<file path="config.mk">
export PLATFORM = sky130hd
export DESIGN_NAME = hazard_unit
export DESIGN_NICKNAME = d
export VERILOG_FILES = /design/src/rtl/hazard_unit.sv
export SDC_FILE = /design/constraint.sdc
export NUM_CORES = 1
export LEC_CHECK = 0
export BUFFER_PORTS_ARGS = -buffer_cell sky130_fd_sc_hd__buf_2
export CAP_MARGIN = 40
export CORE_AREA = 3 3 40 42
export CTS_CLUSTER_DIAMETER = 30
export CTS_CLUSTER_SIZE = 14
export DETAILED_ROUTE_END_ITERATION = 8
export DIE_AREA = 0 0 43 45
export HOLD_SLACK_MARGIN = 0.06
export PLACE_DENSITY = 0.52
export SKIP_CTS_REPAIR_TIMING = 1
export SLEW_MARGIN = 10
export SYNTH_ARGS = -nofsm -noshare
export SYNTH_HDL_FRONTEND = slang
export SYNTH_SLANG_ARGS = --single-unit
</file>
<file path="constraint.sdc">
create_clock -name CLK -period 1.4 [get_ports CLK]
set_input_delay 0.14 -clock CLK [delete_from_list [all_inputs] [get_ports CLK]]
set_output_delay 0.14 -clock CLK [all_outputs]
set_load 0.05 [all_outputs]
</file>
<file path="src/rtl/hazard_unit.sv">
// rtl/hazard_unit.sv - load-use stall, jump flush and two-cycle branch controller for the ID stage
// Optional stall-cycle counter and StallCount port enabled by HAZARD_STALL_CNT_EN.
module hazard_unit (
  input  logic       CLK,
  input  logic       Reset_L,
  input  logic       Jump,
  input  logic       Branch,
  input  logic       ALUZero,
  input  logic       MemReadEX,
  input  logic       UseShamt,
  input  logic       UseImmed,
  input  logic [4:0] ID_Rs,
  input  logic [4:0] ID_Rt,
  input  logic [4:0] EX_Rw,
  output logic       PCWrite,
  output logic       IFWrite,
  output logic       Bubble,
`ifdef HAZARD_STALL_CNT_EN
  output logic [1:0] AddrSel,
  output logic [31:0] StallCount
`else
  output logic [1:0] AddrSel
`endif
);

  typedef enum logic [1:0] {
    IDLE       = 2'd0,
    JUMP_FLUSH = 2'd1,
    BR_RESOLVE = 2'd2,
    BR_FLUSH   = 2'd3
  } state_t;

  localparam logic [1:0] SEL_SEQ    = 2'b00;
  localparam logic [1:0] SEL_JUMP   = 2'b01;
  localparam logic [1:0] SEL_BRANCH = 2'b10;

  state_t state;
  state_t state_next;
  logic   load_use;
  logic   pc_en;

  // Shamt/immediate forms do not actually read Rs/Rt, so they cannot collide with the load.
  assign load_use = MemReadEX && (EX_Rw != 5'd0) &&
                    (((ID_Rs == EX_Rw) && !UseShamt) || ((ID_Rt == EX_Rw) && !UseImmed));

  always_ff @(posedge CLK or negedge Reset_L) begin
    if (!Reset_L) state <= IDLE;
    else          state <= state_next;
  end

  always_comb begin
    state_next = state;
    pc_en      = 1'b1;
    Bubble     = 1'b0;
    AddrSel    = SEL_SEQ;
    if (!Reset_L) begin
      state_next = IDLE;
      pc_en      = 1'b0;
      Bubble     = 1'b1;
    end else begin
      case (state)
        IDLE: begin
          if (load_use) begin
            pc_en  = 1'b0;
            Bubble = 1'b1;
          end else if (Jump) begin
            AddrSel    = SEL_JUMP;
            state_next = JUMP_FLUSH;
          end else if (Branch) begin
            // Branch moves on to EX while IF/ID keeps a copy that BR_RESOLVE kills.
            pc_en      = 1'b0;
            state_next = BR_RESOLVE;
          end
        end
        JUMP_FLUSH: begin
          Bubble     = 1'b1;
          state_next = IDLE;
        end
        BR_RESOLVE: begin
          Bubble = 1'b1;
          if (ALUZero) begin
            AddrSel    = SEL_BRANCH;
            state_next = BR_FLUSH;
          end else begin
            state_next = IDLE;
          end
        end
        BR_FLUSH: begin
          Bubble     = 1'b1;
          state_next = IDLE;
        end
        default: state_next = IDLE;
      endcase
    end
  end

  assign PCWrite = pc_en;
  assign IFWrite = pc_en;

`ifdef HAZARD_STALL_CNT_EN
  logic [31:0] stall_count;

  always_ff @(posedge CLK or negedge Reset_L) begin
    if (!Reset_L)     stall_count <= 32'd0;
    else if (!pc_en)  stall_count <= stall_count + 32'd1;
  end

  assign StallCount = stall_count;
`endif

endmodule

</file>
# Yosys cells after proc, flatten, opt, wreduce, memory -nomap -nowiden
# Index checks and enable logic that the tools add are counted.
# word_totals
register_bits	2
memories	0
ramBits	0
wordCells	39
in_bits	23
latchBits	0
mem_bits_ro	0
output_inout_bits	5
# classes
addsub	0
eq_ne	7
bitwise_logic	0
shift	0
n_div	0
multipliers	0
magnitude_cmp	0
muxes	19
n_reduce_logical	12
# op_table
cell	count
2-bit two-way mux	7
5-bit equality test	2
1-bit two-way mux	9
2-bit one-hot mux with 3 select lines	1
5-bit nonzero test	1
2-bit equality test, second input constant	2
1-bit logical AND	4
4-bit inequality test, second input constant	1
2-bit one-hot mux with 2 select lines	1
3-bit inequality test, second input constant	1
3-bit OR reduction	1
2-bit by 1-bit equality test with 1-bit output, second input constant	1
1-bit zero test	2
2-bit zero test	1
1-bit one-hot mux with 2 select lines	1
2-bit AND reduction	1
2-bit OR reduction	1
1-bit logical OR	1

# Logic depth before layout (Yosys ltp)
# Gate-level depths: netlist of run 1.
# depth
depth_word	7
depth_mapped	6
ltp_nobuf	5

# Worst setup path after synthesis of run 1
# No wires, ideal clock.
# synth_timing
path_type	input-to-output
startpoint	in EX_Rw[1]
endpoint	out PCWrite
path_slack_ns	-0.801
n_path_buf	1
t_required_ns	1.260
t_arrival_ns	2.061
path_stages	5
cell_sequence	or4_4 -> o21ai_4 -> o21ai_1 -> a21boi_1 -> buf_4
# synth_via
elab_chain_cells	7
word_cells_on_any_way	11
classes_between	2 x eq/ne; 3 x mux; 6 x reduce/logical
# synth_rtl
element	line_no	source
start: declaration	14	input logic [4:0] EX_Rw,
5-bit equality test	44	(((ID_Rs == EX_Rw) && !UseShamt) || ((ID_Rt == EX_Rw) && !UseImmed));
1-bit logical AND	44	
1-bit logical OR	44	
1-bit logical AND *	43	assign load_use = MemReadEX && (EX_Rw != 5'd0) &&
1-bit two-way mux *	63	if (load_use) begin
1-bit two-way mux *	61	case (state)
1-bit two-way mux *	56	if (!Reset_L) begin
end: declaration	15	output logic PCWrite,
# Every way passes the cells marked *; elsewhere a longest branch is shown, timed or not.

# Worst setup path in the final report of run 1
# layout_timing
startpoint	in EX_Rw[1]
endpoint	out AddrSel[0]
# layout_via
elab_chain_cells	7
word_cells_on_any_way	11
classes_between	2 x eq/ne; 3 x mux; 6 x reduce/logical
# layout_rtl
element	line_no	source
5-bit equality test	44	
1-bit logical AND	44	
1-bit logical OR	44	
1-bit logical AND *	43	
1-bit two-way mux *	63	
2-bit one-hot mux with 2 select lines *	61	
2-bit two-way mux *	56	
end: declaration	22	output logic [1:0] AddrSel
# Marked as above.

==> summary.md, run 1 <==
| Metric | Value |
|---|---|
| Total track usage | 9.05% |
| Final period util | 107% |
| Largest regs | state (2) |
| Number of synthesized flops with an enable pin | 0 |
| Number of flip-flops in the largest register | 2 |
| Syn nets | 55 |
| Final-report max-slew violation count | 0 |
| Clock latency on the worst-skew pair | 0.22 ns |
| Port bufs | 27 |
| Critical path required time | 1.26 ns |
| Final Cell Area | 576 um^2 |
| CTS tree | built |
| Multi-input logic area | 260 um^2 |
| Share of cells above drive strength 1 | 68.2% |
| Hold Path Depth | 3 |
| Largest net degree at the start of global routing | 7 |
| Most common cell in the netlist | xor2_1 |
| Syn Std Cell Area | 274 um^2 |
| Max incr delay on CP | 0.53 ns |
| Kind of end point of the critical path | output pin |
| Post-layout power | 0.382 mW |
| Fmax | 0.665 GHz |
| Crit path cell chain | buf_8 > or4_4 > o21ai_4 > buf_4 > nor2_4 > nor2_4 > buf_8 |
| Cell taking the most area after synthesis | xor2_1 |
| Routability cong. | 0.689 |
| Most frequently used flop master after synthesis | dfrtp_1 |
| Diode count | 0 |
| Reg clk slew, reported paths | 0.03 ns |
| Vias in the first global route | 329 |
| DRC viols | 0 |
| Final setup fails | 4 |
| # IOs | 28 |
| CP Data Arrival Time | 1.36 ns |
| Final core occ | 44.8% |
| Final WL | 902 um |
| Worst vdd ir | 0.196 mV |
| Status | finished, violations left |
| Slew HR | 79.9% |
| WS Path Type | primary input to output pin |
| Yosys warnings | 0 |
| Seq. cell area | 50.0 um^2 |
| Global-route wire length before repair | 1300 um |
| Initial Utilization | 21.3% |
| P per Cell Area | 663 nW/um^2 |
| DRT iter0 DRCs | 4 |
| WL/cell | 11.1 um |
| Worst Slack Setup Final | -0.105 ns |
| Pre-CTS setup slack | -0.200 ns |
| FP Rows | 13 |
| Count of state elements after synthesis | 2 |
| Die height | 45 um |
| CP max-delay cell | or4_4 |
| Ys async rst share | 100% |
| R2R depth | 4 |
| Yosys cell types | 16 |
| Root Buffer | clkbuf_4 |
| Area Growth Syn to Fin | 110% |
| Pleak | 0.284 nW |
| Routed Antenna Nets | 0 |
| Cell Area, Placed | 465 um^2 |
| Die X-Extent | 43 um |
| Max-Cap Viols | 0 |
| Failing checks | setup timing |
| CTS Buf Count | 3 |
| Filler cell count | 135 |
| Unrepaired setup endpoints after global routing | true |
| Core ar. | 1280 um^2 |
| Biggest register | state |
| Mapped Cells | 32 |
| Vias per Instance | 4.20 |
| Final min period | 1.50 ns |
| CTS Buffer Depth | 2 |
| Total Die Area | 1940 um^2 |
| CP startpoint kind | primary input |
| Final nets | 91 |
| Commonest cells in the netlist | 10 x xor2_1, 5 x nor2_1, 2 x dfrtp_1, 2 x nor4_1, 2 x o21ai_1 |
| Seq/Total Area, Yosys | 18.3% |
| Mapped Avg Cell Area | 8.56 um^2 |
| Top cell type's share of synthesized area | 32.0% |
| # clock sinks | 2 |
| Hold crit path type | primary input to register |
| Gr ovfl total | 0 |
| H-tree levels | 1 |
| Skew final | 0.00169 ns |
| Synth area leaders | xor2_1 32%, dfrtp_1 18%, nor2_1 6.8% |
| Final-report hold violation count | 0 |
| Initial antenna violation count | 0 |
| Initial DRT Pass Iterations | 2 |
| Detailed-route via count | 340 |
| Post-DP HPWL | 733 um |
| Crit-path max FO | 3 |
| Least-Margin Pin Slew | 0.301 ns |
==> logic make-up (layout without fill, tap and decap cells) <==
| logic type | Yosys count | count (layout) | synth area share, % |
|---|---|---|---|
| xor+xnor | 10 | 10 | 32.0 |
| compound gates | 7 | 7 | 22.8 |
| flops | 2 | 2 | 18.3 |
| simple gates | 11 | 11 | 22.8 |
| buf+inv | 2 | 36 | 4.11 |
==> worst paths after layout <==
path	from	end	slack [ns]
max in group asynchronous	Reset_L	state[1]$_DFFE_PN0P_	0.94
min in group asynchronous	Reset_L	state[0]$_DFFE_PN0P_	0.32
worst max-delay path	EX_Rw[1]	AddrSel[0]	-0.10
worst min register to register	state[0]$_DFFE_PN0P_	state[1]$_DFFE_PN0P_	0.62
worst min-delay path	Branch	state[1]$_DFFE_PN0P_	0.24
worst max register to register	state[1]$_DFFE_PN0P_	state[1]$_DFFE_PN0P_	0.40
==> layer usage <==
layer / GRT usage (%) / vias up / wire (um)
met4: 7.23 / 0 / 8
met5: 0 / - / 0
met2: 15.9 / 11 / 500
met1: 9.57 / 144 / 342
met3: 1.59 / 2 / 50
li1: - / 183 / -
==> stage by stage <==
step / cells / TNS [ns] / hold WS [ns]
6_report: 81 / -0.404 / 0.237
5_1_grt: 81 / -0.619 / 0.249
4_1_cts: 79 / -0.780 / -0.275
3_5_place_dp: 76 / -0.817 / -0.0378
3_3_place_gp: 76 / -0.852 / -0.0386
2_1_floorplan: 32 / -0.388 / -0.156
==> critical path, delay by kind of cell <==
family,cells,cell delay [ns]
buf+inv,3,0.39
compound gates,1,0.16
simple gates,3,0.67
==> layout make-up <==
class                           instances  share of cell area, %
Clock buffer                            3                   3.91
Inverter                                1                  0.652
Multi-Input combinational cell         28                   45.2
Sequential cell                         2                   8.70
Tap cell                               15                   3.26
Timing Repair Buffer                   32                   38.3
==> layout by cell type (no fill, tap or decap) <==
cell / count
buf_2: 21
xor2_1: 10
buf_6: 4
buf_4: 4
nor2_1: 3
clkbuf_4: 3
nor4_2: 2
nor2_4: 2
o21ai_2: 2
buf_8: 2
dfrtp_1: 2
or4_4: 1
o21ai_4: 1
a22oi_2: 1
nand3_1: 1
nand2b_1: 1
a21boi_4: 1
o211ai_2: 1
nand4b_1: 1
inv_1: 1
o21ai_1: 1
dlygate4sd3_1: 1
==> report_power, final <==
| part | total [mW] | switching, mW | leakage (nW) | internal (mW) |
|---|---|---|---|---|
| combinational | 0.194 | 0.104 | 0.244 | 0.0902 |
| clock | 0.123 | 0.0292 | 0.0138 | 0.0941 |
| sequential | 0.0645 | 0.00213 | 0.0267 | 0.0624 |
(Power assumes the default switching activity.)
==> run 2, diff against run 1 <==
BUFFER_PORTS_ARGS = not set   (was -buffer_cell sky130_fd_sc_hd__buf_2)
DONT_BUFFER_PORTS = 1   (was not set)
PLACE_DENSITY = 0.34   (was 0.52)
==> run 2 against run 1 <==
  * The run still ends with setup timing left
  * Power shrank 12%
  * Maximum frequency grew 5.0%
  * Sequential share of layout area grew 2.8 points
  * Critical endpoint is now IFWrite
  * Largest cell class unchanged
  * Largest power group unchanged
==> summary.md, run 2 (same netlist as run 1, synthesis figures left out) <==
| Metric | Value |
|---|---|
| DRC viols | 0 |
| Core ar. | 1280 um^2 |
| Commonest cells after routing, fill and taps aside | 10 x xor2_1, 3 x nor2_1, 3 x clkbuf_4, 3 x buf_12 |
| Most common cell after layout, fill and taps aside | xor2_1 |
| Diode count | 0 |
| CP Data Arrival Time | 1.29 ns |
| CP startpoint kind | primary input |
| Kind of end point of the critical path | output pin |
| CTS tree | built |
| Critical path required time | 1.26 ns |
| CTS Buffer Depth | 2 |
| Largest net degree at the start of global routing | 7 |
| Final setup fails | 2 |
| H-tree levels | 1 |
| Routed Antenna Nets | 0 |
| Status | finished, violations left |
| Hold crit path type | primary input to register |
| CTS Buf Count | 3 |
| WS Path Type | primary input to output pin |
| Worst vdd ir | 0.168 mV |
| Crit-path max FO | 3 |
| Initial antenna violation count | 0 |
| Final-report hold violation count | 0 |
| Reg clk slew, reported paths | 0.03 ns |
| Total Die Area | 1940 um^2 |
| Vias in the first global route | 300 |
| Vias per Instance | 4.78 |
| Number of flip-flops in the largest register | 2 |
| Biggest register | state |
| P per Cell Area | 775 nW/um^2 |
| Final nets | 65 |
| Port bufs | 0 |
| Cell Area, Placed | 375 um^2 |
| Failing checks | setup timing |
| Largest regs | state (2) |
| Least-Margin Pin Slew | 0.419 ns |
| Worst Slack Setup Final | -0.0330 ns |
| Max incr delay on CP | 0.53 ns |
| Post-DP HPWL | 619 um |
| WL/cell | 13.1 um |
| Pleak | 0.180 nW |
| Hold Slack | 0.132 ns |
| Clock latency on the worst-skew pair | 0.22 ns |
| Total track usage | 7.83% |
| # IOs | 28 |
| DRT iter0 DRCs | 1 |
| Post-layout power | 0.337 mW |
| Routability cong. | 0.717 |
| Max-Cap Viols | 0 |
| Final period util | 102% |
| Area Growth Syn to Fin | 58.9% |
| Die X-Extent | 43 um |
| Die height | 45 um |
| Final-report max-slew violation count | 0 |
| Crit path launch | EX_Rw[1] |
| Final WL | 719 um |
| Unrepaired setup endpoints after global routing | true |
| Initial Utilization | 21.3% |
| Detailed-route via count | 263 |
| DP Cell Count | 50 |
| FP Rows | 13 |
| Layout Cells excl Fill | 55 |
| Crit path cell chain | or4_4 > o21ai_4 > o21ai_2 > a21boi_4 > buf_12 |
| Root Buffer | clkbuf_4 |
| Final Cell Area | 435 um^2 |
| Hold Path Origin | Branch |
| Final min period | 1.43 ns |
| Fmax | 0.698 GHz |
| Global-route wire length before repair | 1130 um |
| Gr ovfl total | 0 |
| # clock sinks | 2 |
| Share of cells above drive strength 1 | 47.5% |
| Setup TNS Final | -0.0661 ns |
| Worst r2r src | state[0]$_DFFE_PN0P_ |
| CP max-delay cell | or4_4 |
| Slew HR | 72.0% |
| Initial DRT Pass Iterations | 2 |
| Skew final | 0.00183 ns |
-- run 2: cell types whose count changed in the layout (fill, tap and decap cells not counted), moves of 2 or more --
cell and change:
buf_4 -2, buf_2 -21, buf_12 +3, buf_8 -2, buf_6 -4
-- run 2: critical path: cells and delay by family --
kind,cells,cell delay (ns)
simple gates,1,0.53
buf+inv,1,0.19
compound gates,3,0.43
-- run 2: per-layer routing --
layer  up-vias  track usage (%)  share of wire, %
li1        128                -                 -
met1       115             7.47                31
met2        20             14.1                55
met3         0             1.59                14
met4         0             7.23                 0
met5         -                0                 0
-- run 2: metrics by stage --
step,worst slack (ns),util (%)
3_5_place_dp,-0.0296,29.2
6_report,-0.0330,33.9
3_3_place_gp,-0.0246,29.2
2_1_floorplan,-0.258,-
5_1_grt,-0.0750,33.9
4_1_cts,-0.0323,31.0
-- run 2: where the power goes --
part | total (mW) | internal [mW] | switching, mW
clock network | 0.122 | 0.0941 | 0.0280
logic | 0.151 | 0.0690 | 0.0821
registers | 0.0642 | 0.0624 | 0.00180
-- run 2: worst paths after layout --
| path | end | slack, ns | cells after the start |
|---|---|---|---|
| setup / recovery | IFWrite | -0.03 | 5 |
| hold / removal | state[1]$_DFFE_PN0P_ | 0.13 | 2 |
| setup reg to reg | state[1]$_DFFE_PN0P_ | 0.26 | 5 |
| hold reg to reg | state[1]$_DFFE_PN0P_ | 0.61 | 2 |
| max in group asynchronous | state[0]$_DFFE_PN0P_ | 1.11 | 1 |
| min in group asynchronous | state[1]$_DFFE_PN0P_ | 0.16 | 1 |
-- run 2: layout make-up --
class                           instances  area, um^2
Clock buffer                            3        22.5
Tap cell                               15        18.8
Multi-Input combinational cell         28         255
Inverter                                1        3.75
Sequential cell                         2        50.0
Timing Repair Buffer                    6        85.1
Fill cell                             137         850
